<file path="config.mk">
export PLATFORM = sky130hd
export DESIGN_NAME = eb_rr_arb
export DESIGN_NICKNAME = d
export VERILOG_FILES = /design/src/rtl/eb_pkg.sv /design/src/rtl/eb2.sv /design/src/rtl/eb_rr_arb.sv
export SDC_FILE = /design/constraint.sdc
export NUM_CORES = 1
export LEC_CHECK = 0
export ABC_CLOCK_PERIOD_IN_PS = 8370
export BUFFER_PORTS_ARGS = -buffer_cell sky130_fd_sc_hd__buf_2
export CORE_UTILIZATION = 53
export CTS_CLUSTER_DIAMETER = 100
export CTS_CLUSTER_SIZE = 12
export DETAILED_ROUTE_END_ITERATION = 16
export HOLD_SLACK_MARGIN = 0.05
export PLACE_DENSITY = 0.95
export SETUP_SLACK_MARGIN = 0.15
export SLEW_MARGIN = 20
export SYNTH_ARGS = -nofsm -noshare
export SYNTH_HDL_FRONTEND = slang
export SYNTH_HIERARCHICAL = 1
export SYNTH_SLANG_ARGS = --single-unit
</file>
<file path="constraint.sdc">
create_clock -name clk -period 8.37 [get_ports clk]
set_clock_uncertainty 0.05 [all_clocks]
set_input_delay 0.4185 -clock clk [delete_from_list [all_inputs] [get_ports clk]]
set_output_delay 0.4185 -clock clk [all_outputs]
set_load 0.005 [all_outputs]
</file>
<file path="src/rtl/eb_pkg.sv">
// eb_pkg: shared types and helpers for the elastic-buffer arbiter slice
//   arb_state_e : arbiter lock state (idle / locked on a packet)
//   clog2_min1  : $clog2 clamped to at least 1 for tag widths
package eb_pkg;
  typedef enum logic {ARB_IDLE, ARB_LOCKED} arb_state_e;
  function automatic int clog2_min1(input int n);
    return (n > 1) ? $clog2(n) : 1;
  endfunction
endpackage

</file>
<file path="src/rtl/eb2.sv">
// eb2: 2-entry registered elastic buffer, full throughput, no ready combinational path
//   clk, rst          : clock, asynchronous active-high reset
//   t_data/t_valid    : upstream beat in
//   t_ready           : registered, high while fewer than 2 entries will be held
//   i_data/i_valid    : head entry out, stable while stalled
//   i_ready           : downstream ready
module eb2 #(
  parameter int DWIDTH = 32
) (
  input  logic              clk,
  input  logic              rst,
  input  logic [DWIDTH-1:0] t_data,
  input  logic              t_valid,
  output logic              t_ready,
  output logic [DWIDTH-1:0] i_data,
  output logic              i_valid,
  input  logic              i_ready
);
  logic [1:0]        cnt, cnt_nxt;
  logic [DWIDTH-1:0] e1;
  logic              push, pop;
  always_comb begin
    push    = t_valid & t_ready;
    pop     = i_valid & i_ready;
    i_valid = cnt != 2'd0;
    cnt_nxt = cnt + {1'b0, push} - {1'b0, pop};
  end
  // i_data is the head entry itself; e1 holds the second beat only while two are stored
  always_ff @(posedge clk or posedge rst)
    if (rst) begin
      cnt     <= '0;
      t_ready <= 1'b0;
      i_data  <= '0;
      e1      <= '0;
    end else begin
      cnt     <= cnt_nxt;
      t_ready <= cnt_nxt != 2'd2;
      if ((cnt == 2'd0 && push) || (cnt == 2'd1 && push && pop) || (cnt == 2'd2 && pop))
        i_data <= (cnt == 2'd2) ? e1 : t_data;
      if (cnt == 2'd1 && push && !pop)
        e1 <= t_data;
    end
endmodule

</file>
<file path="src/rtl/eb_rr_arb.sv">
// eb_rr_arb: round-robin packet-locked arbiter feeding one registered elastic output
//   clk, rst                 : clock, asynchronous active-high reset
//   t_data/t_last/t_valid    : NUM_PORTS requester streams (port p data at [p*DWIDTH +: DWIDTH])
//   t_ready                  : one-hot (or zero) requester ready
//   i_data/i_last/i_id       : output beat and its source port
//   i_valid/i_ready          : output handshake
module eb_rr_arb
  import eb_pkg::*;
#(
  parameter  int NUM_PORTS = 4,
  parameter  int DWIDTH    = 32,
  localparam int IDW       = clog2_min1(NUM_PORTS)
) (
  input  logic                        clk,
  input  logic                        rst,
  input  logic [NUM_PORTS*DWIDTH-1:0] t_data,
  input  logic [NUM_PORTS-1:0]        t_last,
  input  logic [NUM_PORTS-1:0]        t_valid,
  output logic [NUM_PORTS-1:0]        t_ready,
  output logic [DWIDTH-1:0]           i_data,
  output logic                        i_last,
  output logic [IDW-1:0]              i_id,
  output logic                        i_valid,
  input  logic                        i_ready
);
  arb_state_e           state, state_nxt;
  logic [IDW-1:0]       ptr, lock_id, srch, idx, gid;
  logic                 found, gnt, rdy, push_v, acc, last;
  logic [DWIDTH-1:0]    data;
  logic [DWIDTH+IDW:0]  pay_out;
  // search ptr+1 .. ptr+NUM_PORTS over a doubled index range so wrap needs no modulo on ptr
  always_comb begin
    found = 1'b0;
    srch  = '0;
    idx   = '0;
    for (int i = 0; i < 2 * NUM_PORTS; i++) begin
      idx = IDW'(i % NUM_PORTS);
      if (!found && i > int'(ptr) && i <= int'(ptr) + NUM_PORTS && t_valid[idx]) begin
        found = 1'b1;
        srch  = idx;
      end
    end
  end
  always_comb begin
    gid       = (state == ARB_LOCKED) ? lock_id : srch;
    gnt       = (state == ARB_LOCKED) || found;
    t_ready   = (rdy && gnt) ? (NUM_PORTS'(1) << gid) : '0;
    push_v    = gnt & t_valid[gid];
    acc       = push_v & rdy;
    last      = t_last[gid];
    data      = t_data[gid*DWIDTH +: DWIDTH];
    state_nxt = acc ? (last ? ARB_IDLE : ARB_LOCKED) : state;
  end
  always_ff @(posedge clk or posedge rst)
    if (rst) begin
      state   <= ARB_IDLE;
      ptr     <= IDW'(NUM_PORTS - 1);
      lock_id <= '0;
    end else begin
      state <= state_nxt;
      if (acc && last)
        ptr <= gid;
      if (acc && !last && state == ARB_IDLE)
        lock_id <= gid;
    end
  eb2 #(.DWIDTH(DWIDTH + 1 + IDW)) u_buf (
    .clk     (clk),
    .rst     (rst),
    .t_data  ({last, gid, data}),
    .t_valid (push_v),
    .t_ready (rdy),
    .i_data  (pay_out),
    .i_valid (i_valid),
    .i_ready (i_ready)
  );
  assign {i_last, i_id, i_data} = pay_out;
endmodule

</file>
==> metrics.md, run 1 <==
| Metric | Value |
|---|---|
| Post-synth top flop | `dfrtp_1` |
| Post-CTS sizing | `0` |
| Drt total wl | `13.13 mm` |
| Fmax | `0.3116 GHz` |
| Most common library cell in the layout ignoring fill and taps | `buf_2` |
| Post-Synthesis Cell Area | `0.004579 sq mm` |
| Crit share post-route | `38.34%` |
| Syn. warnings | `6` |
| Synth unique cells | `55` |
| Non-Filler Instances | `685` |
| Critical path class | `reg2reg` |
| Slowest stage delay, CP | `0.68 ns` |
| Final #Nets | `715` |
| Max-Slew Margin vs Limit | `34.14%` |
| RSZ-0062 raised after global routing | `no` |
| Leakage | `2.780 nW` |
| Fillers | `605` |
| Slew Limit Fails | `0` |
| Clk_lat worst skew | `0.35 ns` |
| Largest area contributor in the netlist | `dfrtp_1` |
| Syn Inst Count | `417` |
| Share of layout cells above drive strength 1 | `44.14%` |
| Worst Hold Class | `in2reg` |
| Setup_tns | `0 ns` |
| Antenna violations before repair | `0` |
| Vias in the first global route | `4192` |
| Via count | `4250` |
| Post-DRT Antenna Nets | `0` |
| Yosys reg bits | `78` |
| Worst Path Arrival | `3.39 ns` |
| Worst Path Max Fanout | `35` |
| Mean Syn Cell Area | `10.98 sq um` |
| Post-layout min period | `3.209 ns` |
| Power, Total | `2.448 mW` |
| DRC | `0` |
| Die extent in x | `94.96 um` |
| Largest net degree at the start of global routing | `74` |
| Inst Count DP | `668` |
| Initial core utilization | `55.18%` |
| Num Clock Sinks | `78` |
| First drt pass iteration count | `8` |
| Commonest non-fill, non-tap cells in the layout | `buf_2, dfrtp_1, nand2_1` |
| Final hold violations | `0` |
| GR Util All Layers | `29.83%` |
| Synth top area cells | `dfrtp_1, mux2_4, o32a_1` |
| Diodes inserted | `0` |
| Vias/cell | `6.204` |
| CTS Buffer Depth | `2` |
| Req. time, crit path | `8.55 ns` |
| First-pass GRT wire length | `20.29 mm` |
| Die H | `94.96 um` |
| I/O pin cnt | `179` |
| Asr flop ratio synth | `100.0%` |
| Post-synth top area share | `41.53%` |
| I/O Buffers | `178` |
| Setup violators final | `0` |
| Post-synthesis sequential area ratio | `42.68%` |
| Max-Cap Viols | `0` |
| Area growth, synth to finish | `24.32%` |
| Peak supply drop | `0.2436 mV` |
| Hold slack | `0.3752 ns` |
| Worst-path cell chain | `nand2_1, a41o_1, a221o_2, nand3b_1, nand2b_4, mux2_2` |
| CTS HTree Levels | `3` |
| Clk slew on worst S/H paths | `0.08 ns` |
| Worst Tran Pin Value | `0.9858 ns` |
| Net count after synthesis | `557` |
| Status | `complete, no violations` |
| DP HPWL | `9.114 mm` |
| GP Congestion | `0.9177` |
| Worst setup EP type | `flip-flop` |
| Standard-cell rows | `33` |
| Post-synth EDFFs | `0` |
| Num CTS Buffers | `9` |
| Aggregate global routing overflow | `0` |
| Die ar. | `0.009016 sq mm` |
| Core ar. | `0.008299 sq mm` |
| Crit start category | `flip-flop` |
| Routed len/inst | `19.17 um` |
| CTS tree | `built` |
| Initial DRC count | `410` |
| Slowest cell on crit path | `nand2b_4` |
| Power Density | `430.0 mW/mm^2` |
| Clk root buf | `clkbuf_8` |
[what timing repair did]
action	in CTS	in global routing
hold buffers	1	0
hold endpoints to repair	3	0
setup buffers	0	0
[synth_stat cells (all sizes together), types with 3 or more instances]
cell type	instances
a21oi	5
a222oi	26
a22oi	6
buf	20
clkbuf	18
dfrtp	76
inv	7
mux2	38
mux2i	11
nand2	65
nand2b	8
nor2	5
nor2b	8
nor3	3
o21a	38
o21ai	14
o22ai	3
o32a	35
or3	3
[cell families (layout without fill, tap and decap cells)]
logic type	count (synthesis)	count (layout)	share of synthesized area, %
buffers and inverters	45	208	5.464
AO/OA/AOI/OAI	142	142	26.20
adder cells (fa/ha/maj)	1	1	0.2732
XOR/XNOR	1	1	0.1913
flip-flops	78	78	42.68
AND/OR/NAND/NOR	101	101	10.55
multiplexers	49	49	14.64
[final timing paths]
kind,from,slack (ns),depth (start not counted),endpoint
worst max register to register,ptr[1]$_DFFE_PP1P_,5.16,6,u_buf/e1[32]$_DFFE_PP0P_
min in group asynchronous,rst,0.48,3,state$_DFFE_PP0N_
worst min register to register,u_buf/i_data[13]$_DFFE_PP0P_,0.44,1,u_buf/i_data[13]$_DFFE_PP0P_
max in group asynchronous,rst,6.83,4,u_buf/i_data[14]$_DFFE_PP0P_
worst max-delay path,ptr[1]$_DFFE_PP1P_,5.16,6,u_buf/e1[32]$_DFFE_PP0P_
worst min-delay path,t_data[29],0.38,4,u_buf/e1[29]$_DFFE_PP0P_
[flip-flops by register name (all words and copies together), names as in the netlist]
signal	cells
state	1
ptr	2
u_buf/cnt	2
u_buf/e1	35
u_buf/t_ready	1
u_buf/i_data	35
lock_id	2
[through the flow]
step,instance area [sq um],setup WS (ns),util (%)
after global placement,5454,5.150,65.72
after floorplan,4579,5.616,-
after CTS,5693,5.219,68.60
after detailed placement,5461,5.047,65.81
final,5693,5.161,68.60
after global routing,5693,5.046,68.60
[worst max-delay path: cells and delay by family, from the launching register on]
kind | cells | cell delay, ns
and+or+nand+nor | 3 | 1.23
AOI/OAI and AO/OA | 2 | 0.72
muxes | 1 | 0.41
DFF | 1 | 0.66
[power breakdown]
group	switching, mW	internal (mW)	leakage [nW]	total, mW
clock network	0.142	0.169	0.106	0.310
registers	0.141	0.577	0.921	0.718
logic	0.734	0.685	1.75	1.42
[per-layer routing]
metal	wire length, um	vias up	track usage (%)
li1	-	1927	-
met2	6590	249	50.66
met3	881	31	4.831
met4	309	0	11.99
met5	0	-	0
met1	5349	2043	37.85
[layout make-up]
type / count / area, sq um / area share [%]
Multi-Input combinational cell: 294 / 2414 / 42.40
Sequential cell: 78 / 1954 / 34.33
Timing Repair Buffer: 185 / 945.9 / 16.62
Tap cell: 105 / 131.4 / 2.308
Clock buffer: 9 / 123.9 / 2.176
Clock inverter: 7 / 97.59 / 1.714
Inverter: 7 / 26.28 / 0.4615
Note: power is estimated with default switching activity, not from simulation.
==> run 2, diff against run 1 <==
--- a/config.mk
+++ b/config.mk
@@ -5,14 +5,14 @@
 export SDC_FILE = /design/constraint.sdc
 export NUM_CORES = 1
 export LEC_CHECK = 0
-export ABC_CLOCK_PERIOD_IN_PS = 8370
+export ABC_CLOCK_PERIOD_IN_PS = 3200
 export BUFFER_PORTS_ARGS = -buffer_cell sky130_fd_sc_hd__buf_2
-export CORE_UTILIZATION = 53
+export CORE_UTILIZATION = 49
 export CTS_CLUSTER_DIAMETER = 100
 export CTS_CLUSTER_SIZE = 12
 export DETAILED_ROUTE_END_ITERATION = 16
 export HOLD_SLACK_MARGIN = 0.05
-export PLACE_DENSITY = 0.95
+export PLACE_DENSITY = 0.9
 export SETUP_SLACK_MARGIN = 0.15
 export SLEW_MARGIN = 20
 export SYNTH_ARGS = -nofsm -noshare
==> constraint.sdc (replaced) <==
create_clock -name clk -period 3.2 [get_ports clk]
set_clock_uncertainty 0.05 [all_clocks]
set_input_delay 0.16 -clock clk [delete_from_list [all_inputs] [get_ports clk]]
set_output_delay 0.16 -clock clk [all_outputs]
set_load 0.005 [all_outputs]
==> metrics.md, run 2 (same netlist as run 1, synthesis figures left out) <==
| Metric | Value |
|---|---|
| I/O pin cnt | `179` |
| Critical path class | `reg2reg` |
| Vias/cell | `6.152` |
| Clk root buf | `clkbuf_8` |
| Slew Limit Fails | `0` |
| Die H | `98.68 um` |
| Inst Count DP | `679` |
| Clk_lat worst skew | `0.35 ns` |
| Via count | `4282` |
| CTS tree | `built` |
| First drt pass iteration count | `6` |
| Fmax | `0.3546 GHz` |
| Req. time, crit path | `3.38 ns` |
| GR Util All Layers | `28.26%` |
| Worst Path Max Fanout | `13` |
| CTS Buffer Depth | `2` |
| Setup_tns | `0 ns` |
| Final hold violations | `0` |
| First-pass GRT wire length | `21.56 mm` |
| Non-Filler Instances | `696` |
| Die extent in x | `98.68 um` |
| Worst setup EP type | `flip-flop` |
| Largest net degree at the start of global routing | `37` |
| Hold Path Sink | `u_buf/e1[29]$_DFFE_PP0P_` |
| Diodes inserted | `0` |
| I/O Buffers | `178` |
| Reg2reg start | `ptr[1]$_DFFE_PP1P_` |
| Status | `complete, no violations` |
| Post-DRT Antenna Nets | `0` |
| Standard-cell rows | `34` |
| Max-Slew Margin vs Limit | `46.74%` |
| Largest registers | `u_buf/e1 x35, u_buf/i_data x35` |
| R2r setup slk | `0.38 ns` |
| Commonest non-fill, non-tap cells in the layout | `buf_2, dfrtp_1, nand2_1` |
| Max-Cap Viols | `0` |
| Num CTS Buffers | `9` |
| Postcts setup bufs | `0` |
| Post-CTS sizing | `0` |
| Area growth, synth to finish | `26.07%` |
| Clk slew on worst S/H paths | `0.08 ns` |
| Reg2reg end | `u_buf/cnt[1]$_DFF_PP0_` |
| Initial DRC count | `283` |
| Antenna violations before repair | `0` |
| DRC | `0` |
| Leakage | `2.835 nW` |
| Hold slack | `0.1121 ns` |
| Min-delay src | `t_data[29]` |
| Worst Tran Pin Value | `0.7989 ns` |
| Drt total wl | `13.30 mm` |
| Worst Hold Class | `in2reg` |
| Core ar. | `0.008891 sq mm` |
| CTS HTree Levels | `3` |
| Aggregate global routing overflow | `0` |
| Routed len/inst | `19.11 um` |
| Num Clock Sinks | `78` |
| Most common library cell in the layout ignoring fill and taps | `buf_2` |
| Setup violators final | `0` |
| Vias in the first global route | `4404` |
| Share of layout cells above drive strength 1 | `44.90%` |
| DP HPWL | `9.512 mm` |
| Worst r2r path cells | `9` |
| Peak supply drop | `0.4853 mV` |
| Hold path depth | `4` |
| Worst Path Arrival | `3.00 ns` |
| RSZ-0062 raised after global routing | `no` |
| Power Density | `1118 mW/mm^2` |
| Crit share post-route | `88.13%` |
| GP Congestion | `0.8301` |
| Final worst slack | `0.3797 ns` |
| Die ar. | `0.009737 sq mm` |
| Post-layout min period | `2.820 ns` |
| Worst slack at placement | `0.4165 ns` |
| Initial core utilization | `51.51%` |
| Crit start category | `flip-flop` |
| Final #Nets | `723` |
==> run 2: changes by cell type in the layout (fill, tap and decap cells not counted) <==
cell | before | now
clkbuf_8 | 9 | 11
buf_12 | 0 | 1
clkinvlp_4 | 2 | 1
o22ai_4 | 1 | 0
buf_4 | 6 | 13
o22ai_2 | 1 | 2
inv_6 | 1 | 0
==> run 2: stage by stage <==
stage               utilization, %  power, mW  instance area, sq um
floorplan                        -      4.509                  4579
CTS                          64.93      6.448                  5773
finish                       64.93      6.455                  5773
global route                 64.93      6.873                  5773
global placement             62.20      5.388                  5530
detailed placement           62.20      5.571                  5530
==> run 2: cell type report <==
cell class	instances	area [sq um]
tap	108	135.1
timing repair buffer	193	1018
inverter	7	26.28
fill	685	3118
sequential	78	1954
clock inverter	5	81.33
multi-input combinational	294	2406
clock buffer	11	151.4
==> run 2: routing by layer <==
| metal | wire, um | track usage (%) | vias to the layer above |
|---|---|---|---|
| met3 | 1022 | 4.752 | 41 |
| li1 | - | - | 1931 |
| met4 | 333 | 12.06 | 0 |
| met5 | 0 | 0 | - |
| met1 | 5335 | 34.57 | 2055 |
| met2 | 6613 | 49.46 | 255 |
==> run 2: how the worst max path moves through the flow <==
stage | startpoint | end | cells after the start
4_1_cts | ptr[1]$_DFFE_PP1P_ | u_buf/cnt[1]$_DFF_PP0_ | 9
2_1_floorplan | ptr[0]$_DFFE_PP1P_ | u_buf/cnt[1]$_DFF_PP0_ | 11
6_report | ptr[1]$_DFFE_PP1P_ | u_buf/cnt[1]$_DFF_PP0_ | 9
3_3_place_gp | ptr[1]$_DFFE_PP1P_ | u_buf/i_data[24]$_DFFE_PP0P_ | 8
3_5_place_dp | t_valid[1] | u_buf/cnt[1]$_DFF_PP0_ | 11
5_1_grt | ptr[1]$_DFFE_PP1P_ | u_buf/cnt[1]$_DFF_PP0_ | 9
==> run 2: critical path: stages (launching register included) <==
cell and delay [ns]:
dfstp_2 0.64, nand2_1 0.16, a41o_1 0.27, a221o_2 0.44
nand2_1 0.10, xor2_1 0.19, ha_1 0.24, nor2_1 0.06
and3_1 0.20, or3_1 0.35
==> run 2: repair_timing <==
item,in CTS,in global routing
endpoints found under the setup margin,0,0
hold endpoints to repair,20,0
hold buffers,1,0
==> run 2: power by group <==
group	leakage, nW	switching [mW]	internal, mW
Combinational	1.80	1.89	1.84
Clock	0.116	0.363	0.482
Sequential	0.921	0.365	1.51
Total	2.84	2.62	3.83
==> run 3, diff against run 2 <==
--- a/config.mk
+++ b/config.mk
@@ -6,15 +6,15 @@
 export NUM_CORES = 1
 export LEC_CHECK = 0
 export ABC_CLOCK_PERIOD_IN_PS = 3200
-export BUFFER_PORTS_ARGS = -buffer_cell sky130_fd_sc_hd__buf_2
+export BUFFER_PORTS_ARGS = -buffer_cell sky130_fd_sc_hd__buf_4
 export CORE_UTILIZATION = 49
 export CTS_CLUSTER_DIAMETER = 100
 export CTS_CLUSTER_SIZE = 12
 export DETAILED_ROUTE_END_ITERATION = 16
+export GPL_ROUTABILITY_DRIVEN = 0
 export HOLD_SLACK_MARGIN = 0.05
 export PLACE_DENSITY = 0.9
 export SETUP_SLACK_MARGIN = 0.15
-export SLEW_MARGIN = 20
 export SYNTH_ARGS = -nofsm -noshare
 export SYNTH_HDL_FRONTEND = slang
 export SYNTH_HIERARCHICAL = 1
==> metrics.md, run 3 (same netlist as run 1, synthesis figures left out) <==
| Metric | Value |
|---|---|
| CTS Buffer Depth | `2` |
| Crit share post-route | `89.79%` |
| Slowest cell on crit path | `dfstp_2` |
| Commonest non-fill, non-tap cells in the layout | `buf_4, dfrtp_1, nand2_1` |
| Worst Hold Class | `in2reg` |
| Post-layout min period | `2.873 ns` |
| Most common library cell in the layout ignoring fill and taps | `buf_4` |
| GR Util All Layers | `28.85%` |
| R2r setup slk | `0.33 ns` |
| Die H | `98.68 um` |
| Power, Total | `6.450 mW` |
| DRC | `0` |
| Num CTS Buffers | `9` |
| Reg2reg start | `ptr[1]$_DFFE_PP1P_` |
| First-pass GRT wire length | `22.10 mm` |
| Routed len/inst | `19.36 um` |
| Aggregate global routing overflow | `0` |
| Initial DRC count | `280` |
| Worst setup EP type | `flip-flop` |
| Via count | `4277` |
| Max-Cap Viols | `0` |
| Final #Nets | `720` |
| Crit start category | `flip-flop` |
| Reg2reg end | `u_buf/e1[33]$_DFFE_PP0P_` |
| Critical path capture point | `u_buf/e1[33]$_DFFE_PP0P_` |
| Vias/cell | `6.172` |
| Fillers | `681` |
| Die extent in x | `98.68 um` |
| Postcts setup bufs | `0` |
| Worst Path Arrival | `3.05 ns` |
| Diodes inserted | `0` |
| Num Clock Sinks | `78` |
| Clk root buf | `clkbuf_8` |
| Peak supply drop | `0.4980 mV` |
| Fmax | `0.3480 GHz` |
| Post-DRT Antenna Nets | `0` |
| RSZ-0062 raised after global routing | `no` |
| Req. time, crit path | `3.38 ns` |
| Leakage | `2.946 nW` |
| Crit-path leading delay family | `simple AND/OR/NAND/NOR gates` |
| Reg area | `0.001954 sq mm` |
| Die ar. | `0.009737 sq mm` |
| DP HPWL | `9.613 mm` |
| Worst Tran Pin Value | `1.022 ns` |
| Core ar. | `0.008891 sq mm` |
| Area growth, synth to finish | `34.04%` |
| Crit. path cell count | `7` |
| First drt pass iteration count | `5` |
| I/O Buffers | `178` |
| Worst r2r path cells | `7` |
| Post-CTS sizing | `0` |
| CP Buf/Inv Count | `1` |
| Worst-path cell chain | `nand2_1, a41o_1, a221o_2, nand3b_1, nand2b_4, buf_12, mux2_2` |
| Final hold violations | `0` |
| Worst Path Max Fanout | `20` |
| I/O pin cnt | `179` |
| Slowest stage delay, CP | `0.64 ns` |
| Setup_tns | `0 ns` |
| Drt total wl | `13.42 mm` |
| Setup crit start | `ptr[1]$_DFFE_PP1P_` |
| Status | `complete, no violations` |
| Area occupied by multi-input gates | `0.002406 sq mm` |
| Max-Slew Margin vs Limit | `31.60%` |
| Share of layout cells above drive strength 1 | `44.44%` |
| Largest registers | `u_buf/e1 x35, u_buf/i_data x35` |
| Vias in the first global route | `4493` |
| Antenna violations before repair | `0` |
| Power Density | `1051 mW/mm^2` |
| Slew Limit Fails | `0` |
| Critical path class | `reg2reg` |
| Clk slew on worst S/H paths | `0.08 ns` |
| Largest net degree at the start of global routing | `49` |
| Standard-cell rows | `34` |
| CTS HTree Levels | `3` |
| CTS tree | `built` |
| Setup violators final | `0` |
| Clk_lat worst skew | `0.34 ns` |
| Initial core utilization | `51.51%` |
[run 3: timing repair]
action / 4_1_cts / 5_1_grt
hold buffers: 1 / 0
hold endpoints to repair: 30 / 0
endpoints found under the setup margin: 0 / 0
[run 3: tightest hold or removal path, delay by kind of cell]
kind	cells	cell delay, ns
buffers and inverters	1	0.08
AND/OR/NAND/NOR	2	0.11
multiplexers	1	0.14
[run 3: how the worst min path moves through the flow]
| stage | depth (start not counted) | start | to |
|---|---|---|---|
| after floorplan | 1 | rst | lock_id[0]$_DFFE_PP0P_ |
| after global placement | 2 | rst | lock_id[0]$_DFFE_PP0P_ |
| after detailed placement | 2 | rst | lock_id[0]$_DFFE_PP0P_ |
| after CTS | 4 | t_data[19] | u_buf/e1[19]$_DFFE_PP0P_ |
| after global routing | 4 | t_data[18] | u_buf/e1[18]$_DFFE_PP0P_ |
| final | 4 | t_data[19] | u_buf/e1[19]$_DFFE_PP0P_ |
[run 3: cell type report]
type | count | share of cell area (%)
multi-input cells | 294 | 39.20
flip-flops and latches | 78 | 31.84
repair buffers | 190 | 23.48
clock inverters | 5 | 0.5503
inverters | 7 | 0.4280
well taps | 108 | 2.201
clock buffers | 11 | 2.303
[run 3: stage by stage]
stage,cells,setup slack (ns),hold slack (ns),utilization [%],area (sq um)
finish,693,0.3266,0.1168,69.04,6138
global route,693,0.1572,0.1404,69.04,6138
CTS,693,0.3476,0.1044,69.04,6138
detailed placement,676,0.3597,0.05302,66.96,5953
global placement,676,0.4672,0.04130,66.96,5953
floorplan,417,0.5257,-0.1129,-,4579
[run 3: layer usage]
| layer | global-route usage (%) | vias up | wire length [um] |
|---|---|---|---|
| met5 | 0 | - | 0 |
| met4 | 10.56 | 0 | 221 |
| met3 | 5.177 | 19 | 893 |
| met2 | 50.27 | 220 | 6796 |
| met1 | 35.99 | 2107 | 5503 |
| li1 | - | 1931 | - |
[run 3: report_power, final]
part / internal (mW) / switching [mW] / total, mW
logic: 2.00 / 1.89 / 3.90
registers: 1.51 / 0.372 / 1.88
clock network: 0.303 / 0.366 / 0.670
